`config.mk`:
```
export PLATFORM = sky130hd
export DESIGN_NAME = mult_12_arbiter
export DESIGN_NICKNAME = d
export VERILOG_FILES = /design/src/rtl/float12_pkg.sv /design/src/rtl/rr_arbiter.sv /design/src/rtl/mult_12_arbiter.sv
export SDC_FILE = /design/constraint.sdc
export NUM_CORES = 1
export LEC_CHECK = 0
export CAP_MARGIN = 10
export CORE_MARGIN = 2
export CORE_UTILIZATION = 23
export DETAILED_ROUTE_END_ITERATION = 8
export HOLD_SLACK_MARGIN = 0.06
export MAX_ROUTING_LAYER = met4
export SLEW_MARGIN = 10
export SYNTH_ARGS = -nofsm -noshare
export SYNTH_HDL_FRONTEND = slang
export SYNTH_SLANG_ARGS = --single-unit
export TNS_END_PERCENT = 10
```
`constraint.sdc`:
```
create_clock -name clk_i -period 3.3 [get_ports clk_i]
set_clock_uncertainty 0.15 [all_clocks]
set_input_delay 0.825 -clock clk_i [delete_from_list [all_inputs] [get_ports clk_i]]
set_output_delay 0.825 -clock clk_i [all_outputs]
set_load 0.005 [all_outputs]
```
`src/rtl/float12_pkg.sv`:
```
// Format constants for the 12-bit float (1 sign / 5 exp / 6 mant, bias 15) and the
// shared pipelined multiplier that mult_12_arbiter feeds.
package float12_pkg;

  localparam int FP12_W        = 12;
  localparam int FP12_EXP_W    = 5;
  localparam int FP12_MAN_W    = 6;
  localparam int FP12_BIAS     = 15;
  localparam int FP12_MULT_LAT = 3;

  localparam logic [FP12_W-1:0] FP12_ONE = 12'h3C0;

  typedef logic [FP12_W-1:0] fp12_t;

  localparam int GRANT_CNT_W = 16;
  localparam logic [GRANT_CNT_W-1:0] GRANT_CNT_MAX = '1;

endpackage

```
`src/rtl/rr_arbiter.sv`:
```
// Combinational round-robin arbiter: the first set request at or above ptr (mod N)
// wins; returns the one-hot grant plus its encoded index.
module rr_arbiter #(
  parameter int N     = 4,
  parameter int IDX_W = (N > 1) ? $clog2(N) : 1
) (
  input  logic [N-1:0]     req,
  input  logic [IDX_W-1:0] ptr,
  output logic [N-1:0]     grant,
  output logic [IDX_W-1:0] grant_idx,
  output logic             grant_vld
);

  // One extra bit so ptr + offset (< 2N) never wraps before the modulo fold.
  logic [IDX_W:0] cand;

  always_comb begin
    grant     = '0;
    grant_idx = '0;
    grant_vld = 1'b0;
    cand      = '0;
    for (int i = 0; i < N; i++) begin
      cand = {1'b0, ptr} + (IDX_W+1)'(i);
      if (cand >= (IDX_W+1)'(N)) begin
        cand = cand - (IDX_W+1)'(N);
      end
      if (!grant_vld && req[cand[IDX_W-1:0]]) begin
        grant_vld                 = 1'b1;
        grant_idx                 = cand[IDX_W-1:0];
        grant[cand[IDX_W-1:0]]    = 1'b1;
      end
    end
  end

endmodule

```
`src/rtl/mult_12_arbiter.sv`:
```
// Round-robin front end sharing one 3-cycle 12-bit float multiplier between NUM_REQ lanes.
// Optional per-requester grant statistics are enabled with MULT_ARB_STATS_EN.
module mult_12_arbiter
  import float12_pkg::*;
#(
  parameter int NUM_REQ  = 4,
  parameter int DATA_W   = FP12_W,
  parameter int MULT_LAT = FP12_MULT_LAT
) (
  input  logic                        clk_i,
  input  logic                        rst_i,
  input  logic                        hold_i,
  input  logic [NUM_REQ-1:0]          req_valid_i,
  output logic [NUM_REQ-1:0]          req_ready_o,
  input  logic [NUM_REQ*DATA_W-1:0]   req_a_i,
  input  logic [NUM_REQ*DATA_W-1:0]   req_b_i,
  output logic [DATA_W-1:0]           mult_a_o,
  output logic [DATA_W-1:0]           mult_b_o,
  input  logic [DATA_W-1:0]           mult_result_i,
  output logic [NUM_REQ-1:0]          res_valid_o,
  output logic [DATA_W-1:0]           res_data_o,
  output logic                        busy_o
`ifdef MULT_ARB_STATS_EN
  ,
  input  logic [$clog2(NUM_REQ)-1:0]  stat_sel_i,
  output logic [GRANT_CNT_W-1:0]      stat_cnt_o
`endif
);

  localparam int TAG_W = (NUM_REQ > 1) ? $clog2(NUM_REQ) : 1;

  typedef struct packed {
    logic             vld;
    logic [TAG_W-1:0] tag;
  } tag_t;

  logic [TAG_W-1:0]   ptr;
  logic [TAG_W-1:0]   next_ptr;
  logic [NUM_REQ-1:0] arb_req;
  logic [TAG_W-1:0]   grant_idx;
  logic               grant_vld;
  logic [DATA_W-1:0]  sel_a;
  logic [DATA_W-1:0]  sel_b;
  logic [NUM_REQ-1:0] res_onehot;

  // Stage s holds the tag of the op whose operands reached the multiplier s cycles ago.
  tag_t tag_pipe [MULT_LAT+1];

  assign arb_req = (hold_i || rst_i) ? '0 : req_valid_i;

  rr_arbiter #(
    .N     (NUM_REQ),
    .IDX_W (TAG_W)
  ) u_rr_arbiter (
    .req       (arb_req),
    .ptr       (ptr),
    .grant     (req_ready_o),
    .grant_idx (grant_idx),
    .grant_vld (grant_vld)
  );

  assign next_ptr = (grant_idx == TAG_W'(NUM_REQ-1)) ? '0 : grant_idx + 1'b1;

  always_comb begin
    sel_a = '0;
    sel_b = '0;
    for (int k = 0; k < NUM_REQ; k++) begin
      if (grant_idx == TAG_W'(k)) begin
        sel_a = req_a_i[k*DATA_W +: DATA_W];
        sel_b = req_b_i[k*DATA_W +: DATA_W];
      end
    end
  end

  always_comb begin
    res_onehot = '0;
    if (tag_pipe[MULT_LAT].vld) begin
      res_onehot[tag_pipe[MULT_LAT].tag] = 1'b1;
    end
  end

  always_comb begin
    busy_o = |res_valid_o;
    for (int s = 0; s <= MULT_LAT; s++) begin
      busy_o = busy_o | tag_pipe[s].vld;
    end
  end

  // Operand regs only load on a grant so the multiplier inputs stay quiet when idle.
  always_ff @(posedge clk_i) begin
    if (rst_i) begin
      ptr         <= '0;
      mult_a_o    <= '0;
      mult_b_o    <= '0;
      res_valid_o <= '0;
      res_data_o  <= '0;
      for (int s = 0; s <= MULT_LAT; s++) begin
        tag_pipe[s] <= '0;
      end
    end else begin
      if (grant_vld) begin
        ptr      <= next_ptr;
        mult_a_o <= sel_a;
        mult_b_o <= sel_b;
      end
      tag_pipe[0].vld <= grant_vld;
      tag_pipe[0].tag <= grant_idx;
      for (int s = 1; s <= MULT_LAT; s++) begin
        tag_pipe[s] <= tag_pipe[s-1];
      end
      res_valid_o <= res_onehot;
      if (tag_pipe[MULT_LAT].vld) begin
        res_data_o <= mult_result_i;
      end
    end
  end

`ifdef MULT_ARB_STATS_EN
  logic [GRANT_CNT_W-1:0] grant_cnt [NUM_REQ];

  always_ff @(posedge clk_i) begin
    if (rst_i) begin
      stat_cnt_o <= '0;
      for (int k = 0; k < NUM_REQ; k++) begin
        grant_cnt[k] <= '0;
      end
    end else begin
      for (int k = 0; k < NUM_REQ; k++) begin
        if (grant_vld && grant_idx == TAG_W'(k) && grant_cnt[k] != GRANT_CNT_MAX) begin
          grant_cnt[k] <= grant_cnt[k] + 1'b1;
        end
      end
      stat_cnt_o <= '0;
      for (int k = 0; k < NUM_REQ; k++) begin
        if (stat_sel_i == TAG_W'(k)) begin
          stat_cnt_o <= grant_cnt[k];
        end
      end
    end
  end
`endif

endmodule

```
* Yosys cells after proc, flatten, opt, wreduce, memory -nomap -nowiden
Memory sizes are Yosys's and may differ from the RTL's.
Cells that the tools add are included.
** Word-level totals
- Word-level logic and storage cells :: 111
- Flip-flop bits (word level) :: 42
- Memory bits (writable) :: 12
- Output and inout bits :: 45
- Memories kept :: 1
** Memories
- tag_pipe :: depth 4, bits a word 3, rd ports 4, clocked after memory_dff 0, wr ports 4, RTL line mult_12_arbiter.sv:47 : tag_t tag_pipe [MULT_LAT+1];
** Cells by class
- Equal/unequal tests :: 3
- Add/sub/neg operators :: 8
- Reduce and logical (&&, ||, !) cells :: 15
- Muxes and demuxes :: 52
- Order comparisons :: 14
- Bitwise logic cells :: 13
** Operators with widths (count)
- $mux W12 :: 8
- $mux W2 :: 10
- $mux W4 :: 5
- $mux W1 :: 17
- $lt A2 B3 Y1 const B :: 5
- $or A4 B4 Y4 :: 3
- $demux W1 S2 :: 5
- $ge A2 B1 Y1 const B :: 5
- $ge A3 B3 Y1 const B :: 3
- $mux W3 :: 3
- $or A1 B1 Y1 :: 9
- $bmux W1 S2 :: 4
- $logic_and A1 B1 Y1 :: 8
- $sub A2 B1 Y2 const B :: 4
- $add A2 B2 Y3 const B :: 2
- $eq A2 B2 Y1 const B :: 2
- $reduce_or A4 Y1 :: 1
- $add A2 B1 Y3 const B :: 1
- $ge A2 B3 Y1 const B :: 1
- $logic_not A1 Y1 :: 3
- $add A2 B1 Y2 const B :: 1
- $eq A2 B1 Y1 const B :: 1
- $logic_not A2 Y1 :: 1
- $reduce_or A2 Y1 :: 1
- 2 further kinds :: 2

* Depth between registers and ports, before layout
Gate-level depths: netlist of the first run.
- Word-level depth :: 19
- Mapped depth :: 16
- Mapped depth without buffers :: 13

* Hierarchy
A second synthesis of the first run with hierarchy kept.
** Second synthesis, totals
- Cell total of the unflattened synthesis :: 288
- Area, all modules :: 2808.9 µm²
** By module, submodules not included
- mult_12_arbiter :: cells an instance 243, times used 1, area an instance 2387.3 µm²
- rr_arbiter :: cells an instance 45, times used 1, area an instance 421.7 µm²

* Worst setup path after synthesis of the first run
OpenSTA, ideal clock, no wires.
- Kind :: register to register
- Start point :: register ptr[0]
- End point :: register mult_a_o[11]
- Data required time :: 3064 ps
- Data arrival time :: 3359 ps
- Path slack :: -295 ps
- Stages on the path, launching flop included :: 17
- Path through :: dfxtp_1 -> buf_2 -> inv_1 -> ha_1 -> buf_6 -> mux4_2 -> nand2b_1 -> nand3_2 -> mux2i_1 -> nand2b_1 -> ha_1 -> clkbuf_1 -> nor2b_1 -> a221oi_1 -> nor3_1 -> a21oi_1 -> a211oi_1
** Between the ends
- Word-level cells in the longest chain between the ends :: 19
- Elaborated cells on any way between the ends :: 45
- Those cells by class :: 7 x add/sub; 4 x order compare; 3 x eq/ne; 24 x mux; 7 x reduce/logical
** Ends and longest elaborated chain
- from (decl) :: RTL line mult_12_arbiter.sv:37 : logic [TAG_W-1:0] ptr;
- from (signal assigned) :: RTL line mult_12_arbiter.sv:102 : ptr <= next_ptr;
- branches (longest 19 deep; another with $add A2 B1 Y3)
- to (signal assigned) :: RTL line mult_12_arbiter.sv:103 : mult_a_o <= sel_a;
- to (decl) :: RTL line mult_12_arbiter.sv:17 : output logic [DATA_W-1:0] mult_a_o,
Parallel ways; which one is timed is not known. The select of a mux whose other input is x is not followed.
A chain may end at the register's enable or synchronous reset.

* Worst setup path in the final report of the first run
- Start point :: input port req_valid_i[0]
- End point :: output port req_ready_o[2]
** Between the ends
- Word-level cells in the longest chain between the ends :: 13
- Elaborated cells on any way between the ends :: 25
- Those cells by class :: 16 x mux; 3 x bitwise; 6 x reduce/logical
** Ends and longest elaborated chain
- from (decl) :: RTL line mult_12_arbiter.sv:13 : input logic [NUM_REQ-1:0] req_valid_i,
- $mux W4 * :: RTL line mult_12_arbiter.sv:49 : assign arb_req = (hold_i || rst_i) ? '0 : req_valid_i;
- $bmux W1 S2 :: RTL line rr_arbiter.sv:27 : if (!grant_vld && req[cand[IDX_W-1:0]]) begin
- $mux W1 (not written as such) :: RTL line rr_arbiter.sv:27
- $mux W1 :: RTL line rr_arbiter.sv:27
- $logic_not A1 Y1 :: RTL line rr_arbiter.sv:27
- $logic_and A1 B1 Y1 :: RTL line rr_arbiter.sv:27
- $mux W1 :: RTL line rr_arbiter.sv:27
- $logic_not A1 Y1 :: RTL line rr_arbiter.sv:27
- $logic_and A1 B1 Y1 :: RTL line rr_arbiter.sv:27
- $mux W1 :: RTL line rr_arbiter.sv:27
- $logic_not A1 Y1 :: RTL line rr_arbiter.sv:27
- $logic_and A1 B1 Y1 :: RTL line rr_arbiter.sv:27
- $mux W4 * :: RTL line rr_arbiter.sv:27
- to (decl) :: RTL line mult_12_arbiter.sv:14 : output logic [NUM_REQ-1:0] req_ready_o,
Mark *: on every way between the ends. The rest lies on a longest branch, timed or not. The select of a mux whose other input is x is not followed.

==> out/metrics.yaml, run 1 <==
run_status:
  status: "complete, no violations"
power:
  combPwrFrac: 0.360
  p_per_area_nw_per_um2: 364
  intPower_mw: 1.46
  seqPwrFrac: 0.346
  switchingPower_uw: 570
  p_total_mw: 2.03
  peakVddDrop_mv: 0.247
  clkPwrFrac: 0.294
  p_leak_nw: 2.09
  switching_share: 0.280
critical_path:
  crit_path_frequent_cell: "buf_6"
  setup.worst_path.end_class: "output pin"
  start_kind: "primary input"
  slowest_delay_ns: 0.52
  worstSetupStartpoint: "req_valid_i[0]"
  path_max_fanout: 6
  reg2regPathDepth: 13
  cp-endpoint: "req_ready_o[2]"
  cp.depth: 9
  crit_slowest_cell: "mux4_2"
  path_buf_inv: 4
  r2r_start: "ptr[0]"
  critPathKind: "in -> out"
  reg2reg_to: "mult_a_o[3]"
  arrival_ns: 2.30
  crit_chain: "buf_4 -> or2b_1 -> mux4_2 -> nor3_4 -> buf_6 -> buf_6 -> a32oi_1 -> nand2_1 -> buf_2"
  crit_family: "multiplexers"
  r2r_setup_slack_ns: 0.10
  cp_data_required_time_ns: 2.32
synth:
  synth_nets: 489
  postSynthCellCount: 366
  synth_top_cell_by_area: "dfxtp_1"
  ys_seq_area_frac: 0.351
  async_reset_ff_frac: 0
  synth.top_cell.area_share: 0.351
  synth_seq_cells: 54
  synth_warnings: 0
  synth_edf_count: 0
  synth.distinct_cells: 37
  synth_ff_type: "dfxtp_1"
  syn_area_per_cell_um2: 8.41
  syn-cell-area_um2: 3080
  synthTopCellsByArea: "dfxtp_1 35%, nor2b_1 11%, a221oi_1 6.8%"
routing:
  highest_layer: "met4"
  drtIter0Drc: 121
  wl_per_cell_um: 15.1
  wl_um: 10900
  vias: 3364
  postRouteAntennaNets: 0
  wl_met1_um: 4950
  drc: 0
  dr_wl_met3_um: 491
  first_pass_iters: 4
  wl_met2_um: 5260
  routed_via_density: 4.67
layout:
  final_util: 0.426
  multiInputGateArea_um2: 2100
  fillCellCount: 1296
  syn_to_final_growth_pct: 81.8
  layout-drive-gt1-share: 0.217
  area.sequential_um2: 1080
  layout.nets: 666
sta:
  hold_viol: 0
  min_period_ns: 3.28
  clock.fmax_mhz: 305
  hold_ws_ns: 0.285
  fin_crit_sh: 0.994
  finalSetupTns_ns: 0
  worst_pin_slew_ns: 0.594
  max_slew_margin: 0.601
  layout_setup_ws_ns: 0.0204
  rsz0062_at_grt: "true"
  slew_violations: 0
  finalSetupViolations: 0
clocking:
  clock_latency_ns: 0.28
  h-tree-depth: 2
  ctsHoldBuffers: 0
  clockRootBuffer: "clkbuf_16"
  cts_tree: "yes"
  cts_buffers: 5
  cts_buffer_depth: 2
  clk_pin_slew_ns: 0.07
  clock_sinks: 54
global_routing:
  grt_pass1_vias: 3269
  grt-ovfl-total: 0
  grt_max_degree: 51
  grt_usage: 0.147
  grt_pass1_wl_um: 16300
  antenna_found_initial: 1
hold_path:
  hold_class: "reg -> reg"
placement:
  io_buffer_count: 159
  hpwl_um: 8450
  place.gp.congestion: 0.830
  place_ws_ns: -0.764
floorplan:
  die_w_um: 120
  start_util: 0.234
  coreArea_um2: 13100
  die_height_um: 120
  die_area_um2: 14300
  io_pins: 160
  rows: 42
job:
  maxCapViolations: 0
state kept, by name (all words and copies together) (netlist names):
signal       count
mult_a_o        12
mult_b_o        12
ptr              2
res_data_o      12
res_valid_o      4
tag_pipe        12
cell usage in the layout, fill, tap and decap left out, types with 3 or more instances in the layout:
master / n
a32oi_1: 3
nand2_1: 7
nand2b_1: 3
mux2i_1: 15
a221oi_2: 12
a22oi_1: 4
clkbuf_16: 6
a21oi_1: 24
nor2_4: 3
dfxtp_1: 52
nor4_1: 5
buf_4: 39
mux4_2: 3
nor3_1: 15
clkdlybuf4s50_1: 150
buf_6: 4
a211oi_1: 23
nor2_1: 44
buf_2: 6
buf_12: 5
a221oi_1: 11
nor2b_1: 52
nor3_2: 10
ha_1: 4
power groups by stage:
stage / Clock [mW] / Sequential, mW / Combinational, mW
2_1_floorplan: 0 / 0.717 / 0.306
3_3_place_gp: 0 / 0.716 / 0.624
3_5_place_dp: 0 / 0.718 / 0.631
4_1_cts: 0.624 / 0.703 / 0.661
5_1_grt: 0.659 / 0.707 / 0.789
6_report: 0.598 / 0.703 / 0.732
how the worst min path moves through the flow:
stage	slack, ns	depth (start not counted)	endpoint	start
detailed placement	0.27	1	tag_pipe[3][1]	tag_pipe[2][1]
CTS	0.29	1	tag_pipe[3][1]	tag_pipe[2][1]
global placement	0.27	1	tag_pipe[2][1]	tag_pipe[1][1]
global route	0.31	1	tag_pipe[3][0]	tag_pipe[2][0]
floorplan	0.26	1	tag_pipe[1][0]	tag_pipe[0][0]
finish	0.28	1	tag_pipe[3][1]	tag_pipe[2][1]
cell type report:
cell class,count,share of cell area
Multi-Input combinational cell,273,0.375
Clock buffer,5,0.0224
Inverter,3,0.00201
Tap cell,176,0.0394
Clock inverter,3,0.00872
Timing Repair Buffer,206,0.358
Sequential cell,54,0.194
Antenna cell,1,0.000447
kinds of logic after synthesis:
family	synth area share
and+or+nand+nor	0.272
AOI/OAI and AO/OA	0.203
DFF	0.351
buffers and inverters	0.0598
muxes	0.0813
adders and majority gates	0.0325
Yosys cell counts, types with 2 or more instances:
library cell and number:
a211oi_1 25, a21oi_1 26, a221oi_1 24, a22oi_1 4, a32oi_1 4, buf_1 2, buf_2 12, buf_6 3
clkbuf_1 19, dfxtp_1 54, ha_1 8, inv_1 3, mux2_2 2, mux2i_1 16, mux4_2 3, nand2_1 8
nand2b_1 5, nor2_1 46, nor2b_1 53, nor3_1 25, nor3b_1 2, nor4_1 6, or3_1 2
timing repair:
action,in CTS,in global routing
cloned,0,1
endpoints found under the setup margin,29,27
gates resized for setup,47,37
setup buffers,3,0
pin swaps,6,8
endpoints found under the hold margin,0,0
metal layers:
metal / vias to the layer above / track usage
li1: 1682 / -
met1: 1558 / 0.191
met2: 116 / 0.246
met3: 8 / 0.0157
met4: 0 / 0.0346
met5: - / -
metrics by stage:
step	instance area (um2)	cells
after floorplan	3110	366
after global placement	5110	708
after detailed placement	5110	708
after CTS	5370	719
after global routing	5590	721
final	5590	721
Note: power is estimated with default switching activity, not from simulation.
==> run 2: changes to the inputs <==
--- a/config.mk
+++ b/config.mk
@@ -7,10 +7,11 @@
 export LEC_CHECK = 0
 export CAP_MARGIN = 10
 export CORE_MARGIN = 2
-export CORE_UTILIZATION = 23
+export CORE_UTILIZATION = 36
 export DETAILED_ROUTE_END_ITERATION = 8
 export HOLD_SLACK_MARGIN = 0.06
 export MAX_ROUTING_LAYER = met4
+export PLACE_DENSITY = 0.77
 export SLEW_MARGIN = 10
 export SYNTH_ARGS = -nofsm -noshare
 export SYNTH_HDL_FRONTEND = slang
==> constraint.sdc (replaced) <==
create_clock -name clk_i -period 3.3 [get_ports clk_i]
set_clock_uncertainty 0.15 [all_clocks]
set_input_delay 0.825 -clock clk_i [delete_from_list [all_inputs] [get_ports clk_i]]
set_output_delay 0.825 -clock clk_i [all_outputs]
set_load 0.02 [all_outputs]
==> out/metrics.yaml, run 2 (synthesis gave the netlist of run 1 again) <==
run_status:
  status: "complete, but fails checks"
  violations: "negative setup slack"
clocking:
  clock_latency_ns: 0.30
  clock_sinks: 54
  clockRootBuffer: "clkbuf_8"
  cts_buffers: 5
  cts_buffer_depth: 2
  h-tree-depth: 2
  clk_pin_slew_ns: 0.10
  cts_tree: "yes"
placement:
  placed_cell_area_um2: 5010
  io_buffer_count: 159
  place_ws_ns: -0.835
  hpwl_um: 7580
  place.gp.congestion: 0.933
layout:
  syn_to_final_growth_pct: 79.7
  num_antenna_cells: 0
  layout-drive-gt1-share: 0.226
  stdcell_area_um2: 5530
  final_common_cell: "clkdlybuf4s50_1"
  final_util: 0.670
  layout.nets: 671
  layout_common_cells: "150 x clkdlybuf4s50_1, 52 x nor2b_1, 52 x dfxtp_1, 44 x nor2_1, 43 x buf_4"
global_routing:
  grt_max_degree: 51
  grt_pass1_wl_um: 15500
  grt-ovfl-total: 0
  antenna_found_initial: 0
  grt_usage: 0.220
  grt_pass1_vias: 3189
critical_path:
  cp_data_required_time_ns: 2.32
  critPathKind: "in -> out"
  setup.worst_path.end_class: "output pin"
  start_kind: "primary input"
  path_max_fanout: 4
  arrival_ns: 2.34
power:
  switching_share: 0.315
  switchingPower_uw: 602
  peakVddDrop_mv: 0.244
  p_per_area_nw_per_um2: 346
  intPower_mw: 1.31
  seqPwrFrac: 0.367
  combPwrFrac: 0.428
  clkPwrFrac: 0.206
  p_leak_nw: 2.07
sta:
  rsz0062_at_grt: "true"
  fin_crit_sh: 1.01
  max_slew_margin: 0.584
  clock.fmax_mhz: 301
  hold_ws_ns: 0.292
  finalSetupViolations: 2
  layout_setup_ws_ns: -0.0193
  min_period_ns: 3.32
  finalSetupTns_ns: -0.0310
  slew_violations: 0
  hold_viol: 0
  worst_pin_slew_ns: 0.618
routing:
  first_pass_iters: 4
  postRouteAntennaNets: 0
  wl_per_cell_um: 15.9
  wl_um: 10400
  routed_via_density: 5.19
  vias: 3391
  drtIter0Drc: 119
  wl_met2_um: 5080
  wl_met1_um: 4410
  dr_wl_met3_um: 645
  drc: 0
  highest_layer: "met4"
floorplan:
  rows: 33
  die_height_um: 96.4
  die_area_um2: 9300
  io_pins: 160
  start_util: 0.373
  coreArea_um2: 8260
  die_w_um: 96.4
hold_path:
  hold_class: "reg -> reg"
job:
  maxCapViolations: 0
==> run 2: cell count changes in the layout (fill, tap and decap cells not counted), sizes merged <==
cell / change
buf: +7
diode: -1
bufinv: -1
dlygate4sd2: -1
==> run 2: power groups by stage <==
stage               sequential, mW  combinational [mW]  clock (mW)
floorplan                    0.745               0.311           0
global placement             0.715               0.646           0
detailed placement           0.716               0.662           0
finish                       0.701               0.817       0.393
CTS                          0.701               0.736       0.406
global route                 0.705               0.877       0.432
==> run 2: path summary, 6_finish.rpt <==
kind             startpoint              to  slack [ns]  cells past startpoint
max          req_valid_i[2]  req_ready_o[2]       -0.02                      8
min          tag_pipe[2][1]  tag_pipe[3][1]        0.29                      1
max reg2reg          ptr[1]     mult_b_o[6]        0.06                     15
min reg2reg  tag_pipe[2][1]  tag_pipe[3][1]        0.29                      1
==> run 2: per-layer routing <==
metal	GRT usage	vias up
met5	-	-
met3	0.0334	22
met4	0.0763	0
met1	0.268	1551
li1	-	1691
met2	0.373	127
==> run 2: critical path, cell delays in order <==
cell and delay (ns):
buf_8 0.10, or2b_1 0.21, mux4_2 0.51, buf_6 0.15
nor3_4 0.21, a32oi_1 0.10, nand2_1 0.12, buf_6 0.13
==> run 2: final cells by class <==
cell class	count	area [um2]
repair buffers	211	2100
inverters	3	11.3
clock inverters	2	16.3
fillers	662	2730
well taps	105	131
clock buffers	6	82.6
flip-flops and latches	54	1080
multi-input cells	273	2110
==> run 2: repair_timing <==
item	CTS	global route
setup buffers	4	2
gates resized for setup	57	44
gates cloned	2	0
hold buffers	0	0
pin swaps	16	15
endpoints found under the setup margin	28	28
==> run 2: through the flow <==
step | power [mW] | std cells
finish | 1.91 | 654
global route | 2.01 | 654
CTS | 1.84 | 652
detailed placement | 1.38 | 638
global placement | 1.36 | 638
floorplan | 1.06 | 366
